File: src/rtl/trellis_pkg.sv
// Shared trellis definitions for the frame-terminated Viterbi decoder:
// FSM encoding, default-width typedefs and the trellis next-state/output functions.
package trellis_pkg;

  localparam int DEF_STATES     = 4;
  localparam int DEF_STATE_BITS = $clog2(DEF_STATES);
  localparam int DEF_NOUT       = 2;
  localparam int DEF_LLR_W      = 6;
  localparam int DEF_PM_W       = 12;

  typedef enum logic [1:0] {
    ST_IDLE = 2'd0,
    ST_ACS  = 2'd1,
    ST_OUT  = 2'd2
  } fsm_state_t;

  typedef logic [DEF_STATE_BITS-1:0]                state_t;
  typedef logic [DEF_NOUT-1:0][DEF_LLR_W-1:0]       symbol_t;
  typedef logic signed [DEF_PM_W-1:0]               pm_t;

  // Shift register view: the new input bit enters at the top, the oldest bit drops out.
  function automatic int next_state(input int s, input int u, input int sb);
    return (u << (sb - 1)) | (s >> 1);
  endfunction

  function automatic int pred_state(input int n, input int b, input int states);
    return (n * 2 + b) % states;
  endfunction

  // Coded bit for a feedforward generator over the register {u, s}.
  function automatic logic coded_bit(input int s, input int u, input int sb, input int poly);
    int r;
    r = (u << sb) | s;
    return ^(r & poly);
  endfunction

endpackage

File: src/rtl/viterbi_acs.sv
// Two-way add-compare-select for one trellis state with saturating path metric.
module viterbi_acs #(
  parameter int PM_W = 12,
  parameter int BM_W = 8
) (
  input  logic signed [PM_W-1:0] pm0,
  input  logic signed [PM_W-1:0] pm1,
  input  logic signed [BM_W-1:0] bm0,
  input  logic signed [BM_W-1:0] bm1,
  output logic signed [PM_W-1:0] pm_out,
  output logic                   dec
);

  localparam logic signed [PM_W-1:0] PM_MAX = {1'b0, {(PM_W-1){1'b1}}};
  localparam logic signed [PM_W-1:0] PM_MIN = {1'b1, {(PM_W-1){1'b0}}};

  logic signed [PM_W:0] sum0;
  logic signed [PM_W:0] sum1;
  logic signed [PM_W:0] best;

  assign sum0 = {pm0[PM_W-1], pm0} + {{(PM_W+1-BM_W){bm0[BM_W-1]}}, bm0};
  assign sum1 = {pm1[PM_W-1], pm1} + {{(PM_W+1-BM_W){bm1[BM_W-1]}}, bm1};

  // Strict compare: equal metrics keep the lower-numbered predecessor.
  assign dec  = (sum1 > sum0);
  assign best = dec ? sum1 : sum0;

  always_comb begin
    if (best[PM_W] != best[PM_W-1]) begin
      pm_out = best[PM_W] ? PM_MIN : PM_MAX;
    end else begin
      pm_out = best[PM_W-1:0];
    end
  end

endmodule

File: src/rtl/viterbi_frame_decoder.sv
// Frame-terminated soft-input Viterbi decoder with register-exchange survivors.
// Valid/ready: a transfer happens on a rising clk edge where valid and ready are both 1.
module viterbi_frame_decoder
  import trellis_pkg::*;
#(
  parameter int STATES    = 4,
  parameter int NOUT      = 2,
  parameter int POLY [NOUT] = '{7, 5},
  parameter int LLR_W     = 6,
  parameter int PM_W      = 12,
  parameter int FRAME_MAX = 64
) (
  input  logic                        clk,
  input  logic                        rst_n,
  input  logic                        in_valid,
  output logic                        in_ready,
  input  logic [NOUT-1:0][LLR_W-1:0]  in_llr,
  input  logic                        in_last,
  output logic                        out_valid,
  input  logic                        out_ready,
  output logic                        out_bit,
  output logic                        out_last,
  output logic                        frame_err,
  output fsm_state_t                  dbg_state
);

  localparam int SB    = $clog2(STATES);
  localparam int SL    = FRAME_MAX + SB;
  localparam int CNT_W = $clog2(SL + 1);
  localparam int BM_W  = LLR_W + $clog2(NOUT) + 1;

  localparam logic [CNT_W-1:0]       SL_C    = CNT_W'(SL);
  localparam logic [CNT_W-1:0]       SB_C    = CNT_W'(SB);
  localparam logic [CNT_W-1:0]       ONE     = CNT_W'(1);
  localparam logic signed [PM_W-1:0] PM_INIT = PM_W'(-(2 ** (PM_W - 3)));
  localparam logic signed [PM_W-1:0] PM_MIN  = {1'b1, {(PM_W-1){1'b0}}};

  fsm_state_t             state_q;
  logic [CNT_W-1:0]       cnt_q;
  logic [CNT_W-1:0]       out_idx_q;
  logic [CNT_W-1:0]       last_idx_q;
  logic signed [PM_W-1:0] pm_q     [STATES];
  logic signed [PM_W-1:0] pm_src   [STATES];
  logic signed [PM_W-1:0] pm_acs   [STATES];
  logic signed [PM_W-1:0] pm_norm  [STATES];
  logic signed [PM_W-1:0] pm_max;
  logic [SL-1:0]          surv_q   [STATES];
  logic [SL-1:0]          surv_src [STATES];
  logic [SL-1:0]          surv_new [STATES];
  logic                   dec      [STATES];
  logic signed [BM_W-1:0] llr_ext  [NOUT];
  logic                   accept;
  logic                   do_acs;
  logic                   last_bad;

  assign dbg_state = state_q;
  assign accept    = in_valid && in_ready;
  // Once the survivor is full, symbols are still accepted but no longer decoded.
  assign do_acs    = accept && (cnt_q < SL_C);
  assign last_bad  = (cnt_q >= SL_C) || (cnt_q < SB_C);

  always_comb begin
    for (int k = 0; k < NOUT; k++) begin
      llr_ext[k] = {{(BM_W-LLR_W){in_llr[k][LLR_W-1]}}, in_llr[k]};
    end
  end

  // In IDLE the next symbol starts a new frame, so ACS reads the start-of-frame metrics.
  always_comb begin
    for (int n = 0; n < STATES; n++) begin
      if (state_q == ST_IDLE) begin
        pm_src[n]   = (n == 0) ? '0 : PM_INIT;
        surv_src[n] = '0;
      end else begin
        pm_src[n]   = pm_q[n];
        surv_src[n] = surv_q[n];
      end
    end
  end

  for (genvar n = 0; n < STATES; n++) begin : g_state
    localparam int P0 = pred_state(n, 0, STATES);
    localparam int P1 = pred_state(n, 1, STATES);
    localparam int U  = n / (STATES / 2);

    logic signed [BM_W-1:0] bm0;
    logic signed [BM_W-1:0] bm1;
    logic [SL-1:0]          surv_g;
    logic signed [PM_W:0]   diff;

    always_comb begin
      bm0 = '0;
      bm1 = '0;
      for (int k = 0; k < NOUT; k++) begin
        bm0 = coded_bit(P0, U, SB, POLY[k]) ? (bm0 + llr_ext[k]) : (bm0 - llr_ext[k]);
        bm1 = coded_bit(P1, U, SB, POLY[k]) ? (bm1 + llr_ext[k]) : (bm1 - llr_ext[k]);
      end
    end

    viterbi_acs #(
      .PM_W (PM_W),
      .BM_W (BM_W)
    ) u_acs (
      .pm0    (pm_src[P0]),
      .pm1    (pm_src[P1]),
      .bm0    (bm0),
      .bm1    (bm1),
      .pm_out (pm_acs[n]),
      .dec    (dec[n])
    );

    // Survivor bit i holds the decision for symbol i, so the oldest bit is bit 0.
    always_comb begin
      surv_g        = dec[n] ? surv_src[P1] : surv_src[P0];
      surv_g[cnt_q] = 1'(U);
    end
    assign surv_new[n] = surv_g;

    assign diff       = {pm_acs[n][PM_W-1], pm_acs[n]} - {pm_max[PM_W-1], pm_max};
    assign pm_norm[n] = (diff[PM_W] != diff[PM_W-1]) ? PM_MIN : diff[PM_W-1:0];
  end

  always_comb begin
    pm_max = pm_acs[0];
    for (int n = 1; n < STATES; n++) begin
      if (pm_acs[n] > pm_max) pm_max = pm_acs[n];
    end
  end

  always_ff @(posedge clk or negedge rst_n) begin
    if (!rst_n) begin
      state_q    <= ST_IDLE;
      cnt_q      <= '0;
      out_idx_q  <= '0;
      last_idx_q <= '0;
      in_ready   <= 1'b0;
      out_valid  <= 1'b0;
      out_bit    <= 1'b0;
      out_last   <= 1'b0;
      frame_err  <= 1'b0;
      for (int n = 0; n < STATES; n++) begin
        pm_q[n]   <= '0;
        surv_q[n] <= '0;
      end
    end else begin
      frame_err <= 1'b0;
      case (state_q)
        ST_IDLE, ST_ACS: begin
          in_ready <= 1'b1;
          if (accept) begin
            state_q <= ST_ACS;
            if (do_acs) begin
              pm_q   <= pm_norm;
              surv_q <= surv_new;
              cnt_q  <= cnt_q + ONE;
            end
            if (in_last) begin
              cnt_q <= '0;
              if (last_bad) begin
                frame_err <= 1'b1;
                state_q   <= ST_IDLE;
              end else begin
                // Terminated trellis: state 0 survivor is the decode path, tail bits dropped.
                state_q    <= ST_OUT;
                in_ready   <= 1'b0;
                out_valid  <= 1'b1;
                out_idx_q  <= '0;
                last_idx_q <= cnt_q - SB_C;
                out_bit    <= surv_new[0][0];
                out_last   <= (cnt_q == SB_C);
              end
            end
          end
        end
        ST_OUT: begin
          if (out_ready) begin
            if (out_last) begin
              state_q   <= ST_IDLE;
              in_ready  <= 1'b1;
              out_valid <= 1'b0;
              out_bit   <= 1'b0;
              out_last  <= 1'b0;
            end else begin
              out_idx_q <= out_idx_q + ONE;
              out_bit   <= surv_q[0][out_idx_q + ONE];
              out_last  <= ((out_idx_q + ONE) == last_idx_q);
            end
          end
        end
        default: state_q <= ST_IDLE;
      endcase
    end
  end

endmodule

File: config.mk
export PLATFORM = sky130hd
export DESIGN_NAME = viterbi_frame_decoder
export DESIGN_NICKNAME = d
export VERILOG_FILES = /design/src/rtl/trellis_pkg.sv /design/src/rtl/viterbi_acs.sv /design/src/rtl/viterbi_frame_decoder.sv
export SDC_FILE = /design/constraint.sdc
export NUM_CORES = 2
export LEC_CHECK = 0
export CORE_MARGIN = 2
export CORE_UTILIZATION = 45
export DETAILED_ROUTE_END_ITERATION = 16
export PLACE_DENSITY = 0.7
export SETUP_SLACK_MARGIN = 0.05
export SLEW_MARGIN = 20
export SYNTH_ARGS = -nofsm -noshare
export SYNTH_HDL_FRONTEND = slang
export SYNTH_SLANG_ARGS = --single-unit
File: constraint.sdc
create_clock -name clk -period 18.15 [get_ports clk]
set_clock_uncertainty 0.15 [all_clocks]
set_input_delay 1.815 -clock clk [delete_from_list [all_inputs] [get_ports clk]]
set_output_delay 1.815 -clock clk [all_outputs]
set_load 0.1 [all_outputs]
==> flow_summary_export.csv <==
group,metric,value,unit
floorplanning,coreArea,63000,sq um
logic_synthesis,synth_ff_type,"dfrtp_1",
finish,drive_above_1_share,6.53,%
detailed_routing,final_antenna_net_count,0,
timing,layout_min_cycle_time,17.17,ns
floorplanning,rows,92,
worst_setup_path,crit_fanout,9,
logic_synthesis,synth_area,28600,sq um
logic_synthesis,async_flop_share,100,%
logic_synthesis,synth_top_area_cell,"dfrtp_1",
worst_setup_path,cpPeakStageDelay,0.52,ns
worst_setup_path,crit_top_cell,"ha_1",
worst_setup_path,cp_slowest_cell,"clkdlybuf4s50_1",
detailed_routing,drt_first_pass_iters,6,
timing,slew_violations,0,
global_route,use_met1,34.9,%
floorplanning,fp.dieH,256,um
global_route,grt_pass1_vias,24000,
cts,cts-root-buf,"clkbuf_16",
finish,area_delta_synth_final,8.68,%
place,numPlacedInstances,4223,
global_route,antenna_found_initial,0,
detailed_routing,viasPerCell,6.01,
cts,cts_buffers,39,
place,dp_hpwl,57300,um
logic_synthesis,synthTopCellsByArea,"dfrtp_1, ha_1, o21ai_0",
global_route,grt_util_all_layers,24.2,%
logic_synthesis,avgSynthCellArea,8.25,sq um
detailed_routing,drt_iter0_drc,2471,
logic_synthesis,synth_cells,3463,
floorplanning,die-area,65500,sq um
worst_setup_path,worstPathArrival,17.46,ns
job,cap_violations,0,
global_route,grt_max_degree,159,
min_path,hp-class,"reg -> reg",
cts,cts.htree.levels,2,
global_route,grt-ovfl-total,0,
timing,rsz0062_at_grt,"true",
worst_setup_path,worstRegToRegCells,68,
status,outcome,"finished, final reports clean",
logic_synthesis,seq_area_frac_synth,29.8,%
detailed_routing,vias,25800,
floorplanning,initial_core_util,45.4,%
cts,clk_pin_slew,0.06,ns
place,io_buffers,23,
finish,layout.cells.non_filler,4293,
worst_setup_path,crit_type,"in -> reg",
logic_synthesis,yosysUniqueCellTypes,99,
detailed_routing,wl,81500,um
logic_synthesis,syn-num-nets,3740,
logic_synthesis,ys_seq_elements,340,
worst_setup_path,cp.required,18.44,ns
finish,final_util,49.3,%
cts,postCtsResizedCells,0,
worst_setup_path,startpoint_type,"input pin",
timing,hold_violations,0,
cts,clk_path_buf_depth,3,
finish,insertedDiodeCount,0,
timing,worst_slew_pin_slew,1.20,ns
place,routabilityCongestion,0.990,
finish,register_area,8510,sq um
finish,final_nets,3695,
global_route,grt_use_met2,38.3,%
timing,slew_headroom,19.2,%
global_route,grtUsageMet3,2.42,%
global_route,grt_pass1_wl,130000,um
min_path,hold_depth,2,
timing,setup_violations,0,
cts,cts_post_setup_buffers_inserted,0,
detailed_routing,wl_per_cell,19.0,um
finish,nFillCells,5936,
global_route,busiest_layer,"met2",
cts,clkSinkCount,340,
logic_synthesis,synth_warnings,0,
cts,cts_tree,"yes",
detailed_routing,drc_errors,0,
worst_setup_path,cp-end-kind,"flop",
timing,fmax,58.2,MHz
timing,finalCritPeriodShare,94.6,%
floorplanning,die_x,256,um
cts,worstSkewPairLatency,0.56,ns
finish,multi_input_area,19000,sq um
logic_synthesis,synth_top_area_share,29.8,%
timing,hold_slack,0.320,ns
cts,postCtsHoldBufs,0,
logic_synthesis,synth_edf_count,0,
floorplanning,ios,24,
-- area by class of cell --
| cell class | instances | share of cell area [%] |
|---|---|---|
| timing repair buffer | 86 | 2.32 |
| inverter | 147 | 1.78 |
| multi-input combinational | 2804 | 61.1 |
| sequential | 340 | 27.4 |
| clock buffer | 59 | 3.61 |
| tap | 846 | 3.41 |
| clock inverter | 11 | 0.367 |
-- worst max-delay path: cells and delay by family --
kind / cells / cell delay [ns]
simple gates: 15 / 1.93
xor+xnor: 2 / 0.68
compound gates: 37 / 7.77
mux: 1 / 0.32
fa+ha+maj: 11 / 3.47
buf+inv: 9 / 1.46
-- routing by layer --
metal / up-vias / part of all wire, %
met4: 0 / 2.6
met1: 12400 / 47
met3: 130 / 5.8
li1: 12500 / -
met5: - / 0
met2: 828 / 45
-- cell families after synthesis --
kind of cell,Yosys count,share of synthesized area (%)
muxes,185,7.49
buffers and inverters,319,4.26
and+or+nand+nor,1048,17.1
DFF,340,29.8
xor gates and xnor gates,149,4.57
AOI/OAI and AO/OA,1143,24.4
adders and majority gates,279,12.5
-- flip-flops by register name, summed over array words and instances, names as in the netlist --
name        flops
pm_q           48
dbg_state       2
frame_err       1
out_idx_q       7
cnt_q           7
last_idx_q      7
out_bit         1
in_ready        1
out_last        1
out_valid       1
surv_q        264
-- synthesized netlist by cell type, drive strengths merged (20+ instances only) --
| cell type | instances |
|---|---|
| nor2b | 36 |
| inv | 147 |
| xor2 | 54 |
| o31ai | 34 |
| xnor2 | 95 |
| o21a | 105 |
| nor2 | 233 |
| or2 | 20 |
| nand3 | 54 |
| a21o | 39 |
| a31oi | 31 |
| a22o | 21 |
| mux4 | 21 |
| buf | 41 |
| nand2b | 35 |
| nand4 | 84 |
| nand2 | 414 |
| dfrtp | 340 |
| a211oi | 20 |
| ha | 245 |
| and2 | 52 |
| o21ai | 402 |
| a21oi | 344 |
| mux2i | 156 |
| nor3 | 45 |
| clkbuf | 131 |
-- stage by stage --
step	setup TNS, ns	setup WS [ns]	instance area [sq um]
2_1_floorplan	0	1.49	28600
3_3_place_gp	0	0.657	29800
3_5_place_dp	0	0.188	29800
4_1_cts	0	0.745	31000
5_1_grt	-0.0351	-0.0351	31100
6_report	0	0.982	31100
-- layout by cell type (no fill, tap or decap), drive strengths merged, types with 16 or more instances in the layout --
cell / synthesis / routed
or2: 20 / 20
mux2i: 156 / 156
o31ai: 34 / 34
buf: 41 / 64
a21o: 39 / 39
and2: 52 / 52
nand3: 54 / 54
mux4: 21 / 21
ha: 245 / 245
a31oi: 31 / 31
dfrtp: 340 / 340
a22o: 21 / 21
clkbuf: 131 / 59
nand2: 414 / 414
clkdlybuf4s50: 0 / 22
nor3: 45 / 45
a21oi: 344 / 344
nor2b: 36 / 36
o211ai: 16 / 16
inv: 147 / 149
xor2: 54 / 54
o21a: 105 / 105
a211oi: 20 / 20
nor2: 233 / 233
and3: 17 / 17
nand4: 84 / 84
nand2b: 35 / 35
o21ai: 402 / 402
maj3: 19 / 19
xnor2: 95 / 95
-- final timing paths --
check | startpoint | slack, ns | to
setup reg to reg | dbg_state[1] | 2.76 | pm_q[9]
hold reg to reg | pm_q[11] | 0.32 | pm_q[11]
max in group asynchronous | rst_n | 14.54 | pm_q[39]
hold / removal | pm_q[11] | 0.32 | pm_q[11]
min in group asynchronous | rst_n | 1.19 | surv_q[141]
setup / recovery | in_llr[0] | 0.98 | pm_q[9]
Power is left out: the tool's default activity adds up to more than one toggle a clock period on the data nets, which glitch-free logic cannot reach.
